==> src/rtl/timeout_bank.sv <==
// timeout_bank: N independent W-bit down-counting timeout channels that share
// one free-running programmable prescaler. Each channel is one-shot or
// periodic, reports whether it is armed, pulses expire for one cycle on
// terminal count, and one channel at a time can be read back through a
// registered select port.
module timeout_bank #(
  parameter int W = 8,  // counter width per channel
  parameter int N = 4,  // number of channels
  parameter int P = 4,  // prescaler counter width
  parameter int S = 2   // readback select width, 2**S >= N
) (
  input  logic         clock,
  input  logic         reset,
  input  logic [P-1:0] div,
  input  logic [W-1:0] value,
  input  logic [N-1:0] load,
  input  logic [N-1:0] mode,
  input  logic [N-1:0] cancel,
  output logic [N-1:0] active,
  output logic [N-1:0] expire,
  input  logic [S-1:0] sel,
  output logic [W-1:0] count
);

  // ---------------------------------------------------------------------------
  // Shared prescaler. Using >= rather than == means that lowering div below
  // the current phase produces a tick on the very next cycle instead of
  // waiting for the counter to wrap all the way around.
  // ---------------------------------------------------------------------------
  logic [P-1:0] pc_reg;
  logic [P-1:0] pc_next;
  logic         tick;

  assign tick = (pc_reg >= div);

  // Next prescaler phase: restart after a tick, otherwise advance.
  always_comb begin
    pc_next = pc_reg + P'(1);
    if (tick) begin
      pc_next = '0;
    end
  end

  // Prescaler phase register; free-running, never touched by channel loads.
  always_ff @(posedge clock) begin
    if (reset) begin
      pc_reg <= '0;
    end else begin
      pc_reg <= pc_next;
    end
  end

  // Per-channel counts gathered for the readback multiplexer.
  logic [W-1:0] cnt_all [N];

  // ---------------------------------------------------------------------------
  // Channel slices. Each channel owns its count, reload value, periodic flag
  // and expire pulse register; nothing here reads another channel's state.
  // ---------------------------------------------------------------------------
  generate
    for (genvar gi = 0; gi < N; gi++) begin : g_chan
      logic [W-1:0] cnt_reg;
      logic [W-1:0] cnt_next;
      logic [W-1:0] reload_reg;
      logic [W-1:0] reload_next;
      logic         per_reg;
      logic         per_next;
      logic         expire_reg;
      logic         expire_next;
      logic         at_terminal;

      // Terminal count is cnt==1 on a tick; cnt==0 means idle and never
      // decrements, so the counter cannot wrap.
      assign at_terminal = tick && (cnt_reg == W'(1));

      // Channel update in priority order: cancel, load, terminal, decrement.
      always_comb begin
        cnt_next    = cnt_reg;
        reload_next = reload_reg;
        per_next    = per_reg;
        expire_next = 1'b0;
        if (cancel[gi]) begin
          // Disarm wins over a simultaneous load and suppresses any expiry.
          cnt_next = '0;
        end else if (load[gi]) begin
          // A tick landing on the load edge is deliberately ignored so the
          // first decrement is always on a later tick.
          cnt_next    = value;
          reload_next = value;
          per_next    = mode[gi];
        end else if (at_terminal) begin
          expire_next = 1'b1;
          cnt_next    = per_reg ? reload_reg : '0;
        end else if (tick && (cnt_reg > W'(1))) begin
          cnt_next = cnt_reg - W'(1);
        end
      end

      // Channel state registers.
      always_ff @(posedge clock) begin
        if (reset) begin
          cnt_reg    <= '0;
          reload_reg <= '0;
          per_reg    <= 1'b0;
          expire_reg <= 1'b0;
        end else begin
          cnt_reg    <= cnt_next;
          reload_reg <= reload_next;
          per_reg    <= per_next;
          expire_reg <= expire_next;
        end
      end

      assign active[gi]  = (cnt_reg != '0);
      assign expire[gi]  = expire_reg;
      assign cnt_all[gi] = cnt_reg;
    end
  endgenerate

  // ---------------------------------------------------------------------------
  // Readback. Selects that do not name a channel read as zero.
  // ---------------------------------------------------------------------------
  logic [W-1:0] count_reg;
  logic [W-1:0] count_next;

  // Select the addressed channel's current count.
  always_comb begin
    count_next = '0;
    for (int i = 0; i < N; i++) begin
      if (int'(sel) == i) begin
        count_next = cnt_all[i];
      end
    end
  end

  // Register the readback so count lags cnt by one cycle.
  always_ff @(posedge clock) begin
    if (reset) begin
      count_reg <= '0;
    end else begin
      count_reg <= count_next;
    end
  end

  assign count = count_reg;

endmodule

==> config.mk <==
export PLATFORM = sky130hd
export DESIGN_NAME = timeout_bank
export DESIGN_NICKNAME = d
export VERILOG_FILES = /design/src/rtl/timeout_bank.sv
export SDC_FILE = /design/constraint.sdc
export NUM_CORES = 1
export LEC_CHECK = 0
export CORE_UTILIZATION = 50
export DETAILED_ROUTE_END_ITERATION = 16
export GPL_TIMING_DRIVEN = 1
export PLACE_DENSITY = 0.74
export RECOVER_POWER = 25
export SKIP_LAST_GASP = 1
export SYNTH_ARGS = -nofsm -noshare
export SYNTH_HDL_FRONTEND = slang
export SYNTH_SLANG_ARGS = --single-unit
==> constraint.sdc <==
create_clock -name clock -period 2.7 [get_ports clock]
set_input_delay 0.54 -clock clock [delete_from_list [all_inputs] [get_ports clock]]
set_output_delay 0.54 -clock clock [all_outputs]
set_load 0.05 [all_outputs]
==> reports/summary.log, run 1 <==
[status] result of the run finished clean
[die] core region area 0.009240 sq mm
[run] MaxCap Viol Count 0
[detailed_routing] drc violations 0
[pwr] leakage power of the design 0.002148 uW
[pwr] power per unit of standard cell area 554.5 mW/mm^2
[placed_design] count of input and output buffers 43
[grt] Tot GR Track Use 0.2810
[detailed_routing] routed wirelength normalized by instance count 17.30 microns
[finish] Area Growth Syn to Fin 18.45%
[detailed_routing] total vias in the final route 4,616
[clocking] post-CTS setup-driven buffer insertion count 0
[logic_synthesis] leading cell types by count after synthesis sky130_fd_sc_hd__nand2_1, sky130_fd_sc_hd__dfxtp_1, sky130_fd_sc_hd__a21oi_1, sky130_fd_sc_hd__nand3_1, sky130_fd_sc_hd__nor2_1
[logic_synthesis] yosys synthesis warning count 0
[grt] via count of the first global-routing pass 4,372
[grt] wire length of the first global-routing pass 21,710 microns
[finish] Non-Filler Cell Area, Final 0.005663 sq mm
[sta] clock period minus final worst setup slack 2.605 ns
[finish] antenna fix cells 0
[clocking] Num CTS Buffers 9
[clocking] clock tree from TritonCTS built
[die] I/O pin cnt 44
[logic_synthesis] number of nets in the synthesized netlist 634
[placed_design] gp weighted congestion 0.9688
[clocking] level count of the clock H-tree 3
[clocking] CTS root buf sky130_fd_sc_hd__clkbuf_8
[critical_path] number of cells on the worst reg-to-reg path 8
[detailed_routing] Antenna Nets Post-Route 0
[detailed_routing] vias per std cell 6.018
[clocking] number of buffers on the longest clock path 2
[logic_synthesis] library cell with the highest instance count after synthesis sky130_fd_sc_hd__nand2_1
[clocking] quantity of gates resized following cts 2
[detailed_routing] Total Routed Length 13,270 microns
[sta] RSZ-0062 raised after global routing false
[logic_synthesis] instance count of the mapped netlist 589
[grt] largest net degree at the start of global routing 22
[die] DIE HEIGHT 99.79 microns
[clocking] clock transition time at the flip-flop clock pins of the worst setup and hold paths 0.09 ns
[critical_path] required time at the endpoint of the critical path 2.16 ns
[logic_synthesis] number of distinct library cell variants in the gate-level netlist after synthesis 68
[sta] Max Freq 383.8 MHz
[detailed_routing] first-pass iteration count of the detailed router 5
[critical_path] biggest fanout along the worst timing path 4
[sta] Worst-Margin Slew 0.6076 ns
[die] Die W 99.79 microns
[placed_design] half-perimeter wire length after detailed placement 9511 microns
[logic_synthesis] average footprint of a synthesized cell 8.117 sq um
[critical_path] arrival time of the worst setup path 2.07 ns
[die] Total Die Area 0.009957 sq mm
[finish] share of cells above drive strength 1 0.1176
[sta] setup tns final 0 ns
[grt] Congestion Overflow GR 0
[sta] relative slew slack 0.5931
[die] cell row count 35
[finish] multi-input gate area in the final layout 0.002849 sq mm
[grt] antenna violations before repair 0
[logic_synthesis] area of the mapped netlist 0.004781 sq mm
[logic_synthesis] share of synthesized area occupied by flip-flops and latches 0.3517
[logic_synthesis] area fraction of the dominant cell type after synthesis 0.3517
[placed_design] standard cell area after detailed placement 0.005431 sq mm
[sta] number of hold violations in the final report 0
[finish] final net count 678
[logic_synthesis] flip-flop cell with the highest count after synthesis sky130_fd_sc_hd__dfxtp_1
[die] initial core utilization 0.5174
[logic_synthesis] EDFF count, synth 0
[hold_path] hold path cells 2
[logic_synthesis] top cells by area in the synthesized netlist sky130_fd_sc_hd__dfxtp_1, sky130_fd_sc_hd__nand2_1, sky130_fd_sc_hd__a21oi_1
[clocking] clk_lat worst skew 0.36 ns
[hold_path] startpoint of the tightest hold check path reset
[critical_path] launching point of the worst reg2reg path g_chan[1].cnt_reg[0]
[critical_path] type of the worst setup path reg2out
[clocking] CTS hold repair buffers 0
[pwr] peak supply drop 0.0002857 V
[critical_path] Worst setup EP type primary output
[sta] total setup violations reported at the end of the flow 0
[logic_synthesis] post-synthesis async set-or-reset flop share 0
[logic_synthesis] Synth area leader sky130_fd_sc_hd__dfxtp_1
[logic_synthesis] number of register bits inferred by synthesis 84
[critical_path] type of origin of the critical path register
[detailed_routing] initial drt markers 285
[sta] total count of max-transition violations in the final report 0
[finish] Fillers 786
[finish] total area of sequential cells 0.001682 sq mm
[sta] Clock Skew 0.01284 ns
[clocking] sinks on the clock net 84
[hold_path] worst min-delay path class in2reg
[sta] final clock period utilization by the worst path 0.9649
[critical_path] worst setup path start g_chan[3].cnt_reg[1]
==> through the flow <==
stage | worst slack [ns] | hold WS [ns] | util | instances | power (uW)
5_1_grt | 0.05566 | 0.4445 | 0.6129 | 767 | 3281
2_1_floorplan | 0.4646 | 0.4317 | - | 589 | 1864
4_1_cts | 0.01009 | 0.4404 | 0.6123 | 767 | 3139
3_5_place_dp | -0.4361 | 0.4464 | 0.5878 | 751 | 2119
6_report | 0.09480 | 0.4497 | 0.6129 | 767 | 3140
3_3_place_gp | -0.3660 | 0.4399 | 0.5878 | 751 | 2104
==> layout make-up <==
class | count | share of cell area
multi-input cells | 446 | 0.5031
inverters | 17 | 0.01127
clock inverters | 5 | 0.01480
well taps | 129 | 0.02850
clock buffers | 11 | 0.02497
repair buffers | 75 | 0.1204
flip-flops and latches | 84 | 0.2970
==> critical path, stage by stage (launching register included) <==
cell and delay (ns):
sky130_fd_sc_hd__dfxtp_1 0.45, sky130_fd_sc_hd__inv_1 0.14, sky130_fd_sc_hd__ha_1 0.20, sky130_fd_sc_hd__nand3_1 0.10
sky130_fd_sc_hd__clkdlybuf4s50_1 0.81
==> placed cells by master (no fill, tap or decap), types with 5 or more instances in the layout <==
master                            instances
sky130_fd_sc_hd__nor3_1                  17
sky130_fd_sc_hd__mux4_2                   7
sky130_fd_sc_hd__a32oi_1                  6
sky130_fd_sc_hd__a22oi_1                  9
sky130_fd_sc_hd__inv_1                   17
sky130_fd_sc_hd__xnor2_1                 13
sky130_fd_sc_hd__nand2_1                114
sky130_fd_sc_hd__nand2b_1                 6
sky130_fd_sc_hd__a21oi_1                 50
sky130_fd_sc_hd__nor2b_1                 17
sky130_fd_sc_hd__o21ai_0                 12
sky130_fd_sc_hd__nor4_1                  11
sky130_fd_sc_hd__buf_4                   31
sky130_fd_sc_hd__xor2_1                  10
sky130_fd_sc_hd__and3_1                   5
sky130_fd_sc_hd__mux2_1                   6
sky130_fd_sc_hd__dfxtp_1                 84
sky130_fd_sc_hd__clkbuf_8                10
sky130_fd_sc_hd__nor2_1                  28
sky130_fd_sc_hd__nand3_1                 28
sky130_fd_sc_hd__nor4_2                   5
sky130_fd_sc_hd__ha_1                    17
sky130_fd_sc_hd__o22ai_1                  7
sky130_fd_sc_hd__clkdlybuf4s50_1         35
==> metal layers <==
| layer | vias up | global-route usage | share of wire |
|---|---|---|---|
| met1 | 2152 | 0.3546 | 0.42 |
| li1 | 2177 | - | - |
| met3 | 46 | 0.05710 | 0.081 |
| met5 | - | 0 | 0 |
| met2 | 241 | 0.4499 | 0.45 |
| met4 | 0 | 0.1572 | 0.043 |
==> power by group <==
| group | total [uW] | leakage (uW) | internal [uW] | switching (uW) |
|---|---|---|---|---|
| combinational | 744 | 0.00136 | 311 | 433 |
| sequential | 1360 | 0.000686 | 1300 | 66.5 |
| clock | 1030 | 0.000106 | 550 | 483 |
==> logic make-up after synthesis <==
group / after synthesis / share of synthesized area
adders and majority gates: 17 / 0.04449
DFF: 84 / 0.3517
buffers and inverters: 59 / 0.05287
AOI/OAI and AO/OA: 123 / 0.1628
and+or+nand+nor: 263 / 0.2787
xor gates and xnor gates: 23 / 0.04213
muxes: 20 / 0.06726
==> path summary, 6_finish.rpt <==
path,end,slack (ns)
setup / recovery,active[3],0.09
hold / removal,g_chan[2].per_reg,0.45
setup reg to reg,g_chan[1].cnt_reg[1],0.52
hold reg to reg,g_chan[2].reload_reg[7],0.46
(Power assumes the default switching activity.)
==> run 2, diff against run 1 <==
--- a/config.mk
+++ b/config.mk
@@ -5,10 +5,10 @@
 export SDC_FILE = /design/constraint.sdc
 export NUM_CORES = 1
 export LEC_CHECK = 0
-export CORE_UTILIZATION = 50
+export CORE_UTILIZATION = 58
 export DETAILED_ROUTE_END_ITERATION = 16
 export GPL_TIMING_DRIVEN = 1
-export PLACE_DENSITY = 0.74
+export PLACE_DENSITY = 0.83
 export RECOVER_POWER = 25
 export SKIP_LAST_GASP = 1
 export SYNTH_ARGS = -nofsm -noshare
==> run 2 against run 1 <==
Register-to-register slack got worse by 0.05 ns; cell count fell by 3.0%; non-clock buffer count rose by 4; critical path depth did not move; die area fell by 14%; highest routed layer unchanged; combinational power rose by 2.7%; routed wire length rose by 3.7%; critical path type unchanged; count of clock-buffer cells in the layout did not move; fmax rose by 1.2%; utilization rose by 11 points.
==> reports/summary.log, run 2 (synthesized netlist as in run 1, its figures left out) <==
[placed_design] half-perimeter wire length after detailed placement 9870 microns [was 9511 microns]
[hold_path] worst min-delay path class reg2reg [was in2reg]
[clocking] level count of the clock H-tree 3 [unchanged]
[pwr] power per unit of standard cell area 559.2 mW/mm^2 [was 554.5 mW/mm^2]
[clocking] Num CTS Buffers 9 [unchanged]
[critical_path] Worst R2R Setup Slack 0.47 ns [was 0.52 ns]
[sta] Clock Skew 0.01181 ns [was 0.01284 ns]
[sta] number of hold violations in the final report 0 [unchanged]
[grt] Congestion Overflow GR 0 [unchanged]
[detailed_routing] drc violations 0 [unchanged]
[status] result of the run finished clean [unchanged]
[hold_path] startpoint of the tightest hold check path g_chan[3].reload_reg[0] [was reset]
[critical_path] launching point of the worst reg2reg path pc_reg[0] [was g_chan[1].cnt_reg[0]]
[detailed_routing] routed wirelength normalized by instance count 18.50 microns [was 17.30 microns]
[die] core region area 0.007848 sq mm [was 0.009240 sq mm]
[sta] Worst Setup Slack, final 0.1256 ns [was 0.09480 ns]
[placed_design] post-place setup slack -0.1395 ns [was -0.4361 ns]
[placed_design] placed cell count 728 [was 751]
[pwr] sequential cell fraction of total power 0.432 [was 0.434]
[placed_design] gp weighted congestion 0.9881 [was 0.9688]
[finish] final net count 682 [was 678]
[pwr] Sw Ratio 0.3139 [was 0.3129]
[sta] relative slew slack 0.5866 [was 0.5931]
[sta] Worst-Margin Slew 0.6188 ns [was 0.6076 ns]
[finish] antenna fix cells 0 [unchanged]
[sta] total setup violations reported at the end of the flow 0 [unchanged]
[detailed_routing] total vias in the final route 4,668 [was 4,616]
[sta] clock period minus final worst setup slack 2.574 ns [was 2.605 ns]
[clocking] CTS hold repair buffers 0 [unchanged]
[critical_path] type of the worst setup path reg2out [unchanged]
[die] DIE HEIGHT 92.79 microns [was 99.79 microns]
[sta] final clock period utilization by the worst path 0.9535 [was 0.9649]
[clocking] sinks on the clock net 84 [unchanged]
[clocking] CTS root buf sky130_fd_sc_hd__clkbuf_8 [unchanged]
[pwr] Comb power frac 0.241 [was 0.237]
[pwr] leakage power of the design 0.002168 uW [was 0.002148 uW]
[grt] via count of the first global-routing pass 4,536 [was 4,372]
[finish] post-route core utilization 0.7210 [was 0.6129]
[finish] leading cell type in the layout, fill and taps excluded sky130_fd_sc_hd__nand2_1 [unchanged]
[critical_path] Worst setup EP type primary output [unchanged]
[sta] RSZ-0062 raised after global routing false [unchanged]
[finish] final non-filler cell total 744 [was 767]
[critical_path] biggest fanout along the worst timing path 4 [unchanged]
[sta] final hold slack 0.4526 ns [was 0.4497 ns]
[detailed_routing] initial drt markers 295 [was 285]
[die] Total Die Area 0.008610 sq mm [was 0.009957 sq mm]
[pwr] net switching power 993.3 uW [was 982.6 uW]
[detailed_routing] Total Routed Length 13,770 microns [was 13,270 microns]
[finish] highest-count cells in the layout ignoring fill and taps sky130_fd_sc_hd__nand2_1, sky130_fd_sc_hd__dfxtp_1, sky130_fd_sc_hd__a21oi_1 [unchanged]
[grt] wire length of the first global-routing pass 22,580 microns [was 21,710 microns]
[critical_path] RR Endpoint g_chan[0].cnt_reg[5] [was g_chan[1].cnt_reg[1]]
[finish] Area Growth Syn to Fin 18.35% [was 18.45%]
[pwr] part of the power in the clock network 0.327 [was 0.329]
[critical_path] required time at the endpoint of the critical path 2.16 ns [about the same]
[critical_path] arrival time of the worst setup path 2.03 ns [was 2.07 ns]
[die] cell row count 32 [was 35]
[die] initial core utilization 0.6092 [was 0.5174]
[pwr] internal cell power 2171 uW [was 2158 uW]
[clocking] clock tree from TritonCTS built [unchanged]
[hold_path] hold path cells 2 [unchanged]
[run] MaxCap Viol Count 0 [unchanged]
[grt] largest net degree at the start of global routing 30 [was 22]
[detailed_routing] first-pass iteration count of the detailed router 5 [unchanged]
[clocking] number of buffers on the longest clock path 2 [unchanged]
[detailed_routing] Antenna Nets Post-Route 0 [unchanged]
[placed_design] count of input and output buffers 43 [unchanged]
[detailed_routing] vias per std cell 6.274 [was 6.018]
[hold_path] worst-case hold path end point g_chan[3].reload_reg[0] [was g_chan[2].per_reg]
[finish] share of cells above drive strength 1 0.1215 [was 0.1176]
[critical_path] number of cells on the worst reg-to-reg path 8 [unchanged]
[grt] antenna violations before repair 0 [unchanged]
[pwr] peak supply drop 0.0003038 V [was 0.0002857 V]
[die] I/O pin cnt 44 [unchanged]
[sta] Max Freq 388.4 MHz [was 383.8 MHz]
[clocking] clk_lat worst skew 0.37 ns [was 0.36 ns]
[critical_path] type of origin of the critical path register [unchanged]
[die] Die W 92.79 microns [was 99.79 microns]
[grt] Tot GR Track Use 0.3395 [was 0.2810]
[sta] total count of max-transition violations in the final report 0 [unchanged]
[clocking] clock transition time at the flip-flop clock pins of the worst setup and hold paths 0.08 ns [was 0.09 ns]
[run 2: cell types whose count changed in the layout (fill, tap and decap cells not counted), sizes merged]
cell and change:
buf +4, clkinv +2, dlygate4sd3 -1, inv -1, clkinvlp -1, clkdlybuf4s50 +1
[run 2: worst max path at each step]
stage,cells after the start,start,slack (ns),to
detailed placement,9,div[1],-0.14,g_chan[0].cnt_reg[5]
global placement,9,div[1],-0.01,g_chan[0].cnt_reg[7]
finish,4,g_chan[3].cnt_reg[1],0.13,active[3]
global route,4,g_chan[1].cnt_reg[4],0.04,active[1]
CTS,3,g_chan[0].cnt_reg[2],0.05,active[0]
floorplan,9,div[2],0.46,g_chan[3].cnt_reg[0]
[run 2: final cells by class]
| class | instances | area, sq um |
|---|---|---|
| inverter | 17 | 63.81 |
| clock buffer | 11 | 141.4 |
| multi-input combinational | 446 | 2846 |
| timing repair buffer | 79 | 711.9 |
| fill | 634 | 2190 |
| tap | 102 | 127.6 |
| sequential | 84 | 1682 |
| clock inverter | 5 | 85.08 |
[run 2: critical path, cell delays in order, from the launching register on]
cell	delay, ns
sky130_fd_sc_hd__dfxtp_1	0.44
sky130_fd_sc_hd__inv_1	0.13
sky130_fd_sc_hd__ha_1	0.19
sky130_fd_sc_hd__nand3_1	0.10
sky130_fd_sc_hd__clkdlybuf4s50_1	0.82
[run 2: metal layers]
layer	wire, microns	up-vias	GRT usage
li1	-	2184	-
met1	5739	2169	0.4477
met2	6247	262	0.5319
met3	1185	53	0.05665
met4	593	0	0.1756
met5	0	-	0
[run 2: through the flow]
step	TNS, ns	area (sq um)	total power [uW]
floorplan	0	4781	1864
global placement	-0.02093	5428	2122
detailed placement	-0.2562	5428	2139
CTS	0	5653	3157
global route	0	5658	3292
finish	0	5658	3164
[run 2: power groups by stage]
stage	Combinational [uW]	Clock (uW)	Sequential [uW]
global placement	734	0	1390
CTS	753	1040	1360
finish	764	1030	1370
detailed placement	747	0	1390
global route	824	1100	1370
floorplan	484	0	1380
[run 2: repair_timing]
action	4_1_cts	5_1_grt
gates resized for setup	1	2
buffers inserted	0	0
setup endpoints to repair	1	2
pin swaps	0	0
==> run 3, diff against run 2 <==
--- a/config.mk
+++ b/config.mk
@@ -5,7 +5,9 @@
 export SDC_FILE = /design/constraint.sdc
 export NUM_CORES = 1
 export LEC_CHECK = 0
-export CORE_UTILIZATION = 58
+export CELL_PAD_IN_SITES_DETAIL_PLACEMENT = 0
+export CELL_PAD_IN_SITES_GLOBAL_PLACEMENT = 1
+export CORE_UTILIZATION = 43
 export DETAILED_ROUTE_END_ITERATION = 16
 export GPL_TIMING_DRIVEN = 1
 export PLACE_DENSITY = 0.83
==> run 3 against run 2 <==
Total power decreased by 0.87%; clock power about the same; sequential power is essentially flat; register-to-register slack better by 0.05 ns; flip-flop and latch count unchanged.
==> reports/summary.log, run 3 (synthesized netlist as in run 1, its figures left out) <==
[status] result of the run finished clean [unchanged]
[finish] leading cell type in the layout, fill and taps excluded sky130_fd_sc_hd__nand2_1 [unchanged]
[finish] highest-count cells in the layout ignoring fill and taps sky130_fd_sc_hd__nand2_1, sky130_fd_sc_hd__dfxtp_1, sky130_fd_sc_hd__a21oi_1 [unchanged]
[detailed_routing] first-pass iteration count of the detailed router 5 [unchanged]
[run] MaxCap Viol Count 0 [unchanged]
[detailed_routing] Antenna Nets Post-Route 0 [unchanged]
[die] Total Die Area 0.01154 sq mm [was 0.008610 sq mm]
[pwr] internal cell power 2165 uW [was 2171 uW]
[sta] number of hold violations in the final report 0 [unchanged]
[sta] Worst-Margin Slew 0.6375 ns [was 0.6188 ns]
[critical_path] launching point of the worst reg2reg path g_chan[1].cnt_reg[0] [was pc_reg[0]]
[grt] via count of the first global-routing pass 4,319 [was 4,536]
[clocking] CTS root buf sky130_fd_sc_hd__clkbuf_8 [unchanged]
[detailed_routing] initial drt markers 321 [was 295]
[critical_path] RR Endpoint g_chan[1].cnt_reg[0] [was g_chan[0].cnt_reg[5]]
[detailed_routing] total vias in the final route 4,536 [was 4,668]
[clocking] number of buffers on the longest clock path 2 [unchanged]
[detailed_routing] Detail Route met2 WL 6657 microns [was 6247 microns]
[grt] wire length of the first global-routing pass 22,690 microns [was 22,580 microns]
[clocking] Num CTS Buffers 9 [unchanged]
[sta] total setup violations reported at the end of the flow 0 [unchanged]
[sta] Max Freq 384.7 MHz [was 388.4 MHz]
[die] core region area 0.01084 sq mm [was 0.007848 sq mm]
[finish] Area Growth Syn to Fin 19.18% [was 18.35%]
[placed_design] gp weighted congestion 0.9523 [was 0.9881]
[critical_path] Worst setup EP type primary output [unchanged]
[clocking] sinks on the clock net 84 [unchanged]
[detailed_routing] Max Used Layer met4 [unchanged]
[hold_path] worst min-delay path class reg2reg [unchanged]
[sta] Clock Skew 0.006675 ns [was 0.01181 ns]
[pwr] Comb power frac 0.244 [was 0.241]
[finish] final non-filler cell total 781 [was 744]
[placed_design] half-perimeter wire length after detailed placement 10,170 microns [was 9870 microns]
[critical_path] biggest fanout along the worst timing path 6 [was 4]
[placed_design] count of input and output buffers 43 [unchanged]
[pwr] sequential cell fraction of total power 0.434 [was 0.432]
[finish] share of cells above drive strength 1 0.1201 [was 0.1215]
[placed_design] placed cell count 765 [was 728]
[grt] Tot GR Track Use 0.2561 [was 0.3395]
[critical_path] worst setup path start g_chan[2].cnt_reg[0] [was g_chan[3].cnt_reg[1]]
[clocking] CTS hold repair buffers 0 [unchanged]
[sta] clock period minus final worst setup slack 2.600 ns [was 2.574 ns]
[sta] RSZ-0062 raised after global routing false [unchanged]
[grt] Congestion Overflow GR 0 [unchanged]
[pwr] net switching power 972.0 uW [was 993.3 uW]
[detailed_routing] routed wirelength normalized by instance count 17.75 microns [was 18.50 microns]
[hold_path] startpoint of the tightest hold check path g_chan[1].reload_reg[2] [was g_chan[3].reload_reg[0]]
[hold_path] worst-case hold path end point g_chan[1].reload_reg[2] [was g_chan[3].reload_reg[0]]
[sta] relative slew slack 0.5715 [was 0.5866]
[sta] total count of max-transition violations in the final report 0 [unchanged]
[clocking] clock transition time at the flip-flop clock pins of the worst setup and hold paths 0.08 ns [about the same]
[pwr] power consumption 3137 uW [was 3164 uW]
[detailed_routing] vias per std cell 5.808 [was 6.274]
[critical_path] type of origin of the critical path register [unchanged]
[critical_path] number of cells on the worst reg-to-reg path 8 [unchanged]
[critical_path] arrival time of the worst setup path 2.06 ns [was 2.03 ns]
[pwr] part of the power in the clock network 0.322 [was 0.327]
[pwr] Sw Ratio 0.3099 [was 0.3139]
[clocking] clock tree from TritonCTS built [unchanged]
[clocking] level count of the clock H-tree 3 [unchanged]
[die] cell row count 38 [was 32]
[die] initial core utilization 0.4410 [was 0.6092]
[finish] final net count 681 [was 682]
[detailed_routing] Routed met3 length 854 microns [was 1185 microns]
[die] Die W 107.4 microns [was 92.79 microns]
[pwr] power per unit of standard cell area 550.5 mW/mm^2 [was 559.2 mW/mm^2]
[critical_path] Worst R2R Setup Slack 0.52 ns [was 0.47 ns]
[clocking] clk_lat worst skew 0.37 ns [about the same]
[die] DIE HEIGHT 107.4 microns [was 92.79 microns]
[critical_path] required time at the endpoint of the critical path 2.16 ns [about the same]
[sta] setup tns final 0 ns [unchanged]
[pwr] peak supply drop 0.0002263 V [was 0.0003038 V]
[critical_path] type of the worst setup path reg2out [unchanged]
[detailed_routing] drc violations 0 [unchanged]
[hold_path] hold path cells 2 [unchanged]
[grt] antenna violations before repair 0 [unchanged]
[sta] final clock period utilization by the worst path 0.9628 [was 0.9535]
[detailed_routing] wire length on met1 6115 microns [was 5739 microns]
[detailed_routing] Total Routed Length 13,860 microns [was 13,770 microns]
[finish] antenna fix cells 0 [unchanged]
[pwr] leakage power of the design 0.002161 uW [was 0.002168 uW]
[die] I/O pin cnt 44 [unchanged]
[grt] largest net degree at the start of global routing 29 [was 30]
-- run 3: layout make-up --
type | instances | area (sq um)
fill | 1043 | 5142
multi-input combinational | 446 | 2846
sequential | 84 | 1682
timing repair buffer | 78 | 714.4
tap | 140 | 175.2
clock buffer | 11 | 141.4
clock inverter | 5 | 75.07
inverter | 17 | 63.81
-- run 3: power groups by stage --
stage,clock network (uW),registers (uW),logic [uW]
3_5_place_dp,0,1390,757
2_1_floorplan,0,1380,484
3_3_place_gp,0,1390,749
4_1_cts,1020,1360,762
6_report,1010,1360,765
5_1_grt,1080,1370,830
-- run 3: metrics by stage --
stage	cell area [sq um]	setup slack [ns]	util	hold slack [ns]
after detailed placement	5480	-0.01716	0.5055	0.4482
after global placement	5480	0.01814	0.5055	0.4380
after global routing	5698	0.03607	0.5256	0.4753
final	5698	0.1005	0.5256	0.4626
after floorplan	4781	0.4646	-	0.4317
after CTS	5695	0.05558	0.5254	0.4609
-- run 3: timing repair --
action / in CTS / in global routing
gates resized for setup: 1 / 1
endpoints found under the setup margin: 1 / 1
buffers inserted: 0 / 0
-- run 3: worst max-delay path by stage --
stage	endpoint	depth (start not counted)
2_1_floorplan	g_chan[3].cnt_reg[0]	9
3_3_place_gp	g_chan[1].cnt_reg[1]	10
3_5_place_dp	g_chan[1].cnt_reg[0]	10
4_1_cts	active[0]	3
5_1_grt	active[3]	4
6_report	active[2]	4
-- run 3: critical path, cell delays in order (launching register included) --
cell	delay, ns
sky130_fd_sc_hd__dfxtp_1	0.44
sky130_fd_sc_hd__inv_1	0.12
sky130_fd_sc_hd__ha_1	0.22
sky130_fd_sc_hd__nand3_1	0.10
sky130_fd_sc_hd__clkdlybuf4s50_1	0.81
-- run 3: metal layers --
layer / vias up / GRT usage
met5: - / 0
met4: 0 / 0.07632
met2: 160 / 0.4207
met1: 2173 / 0.3464
met3: 18 / 0.03874
li1: 2185 / -
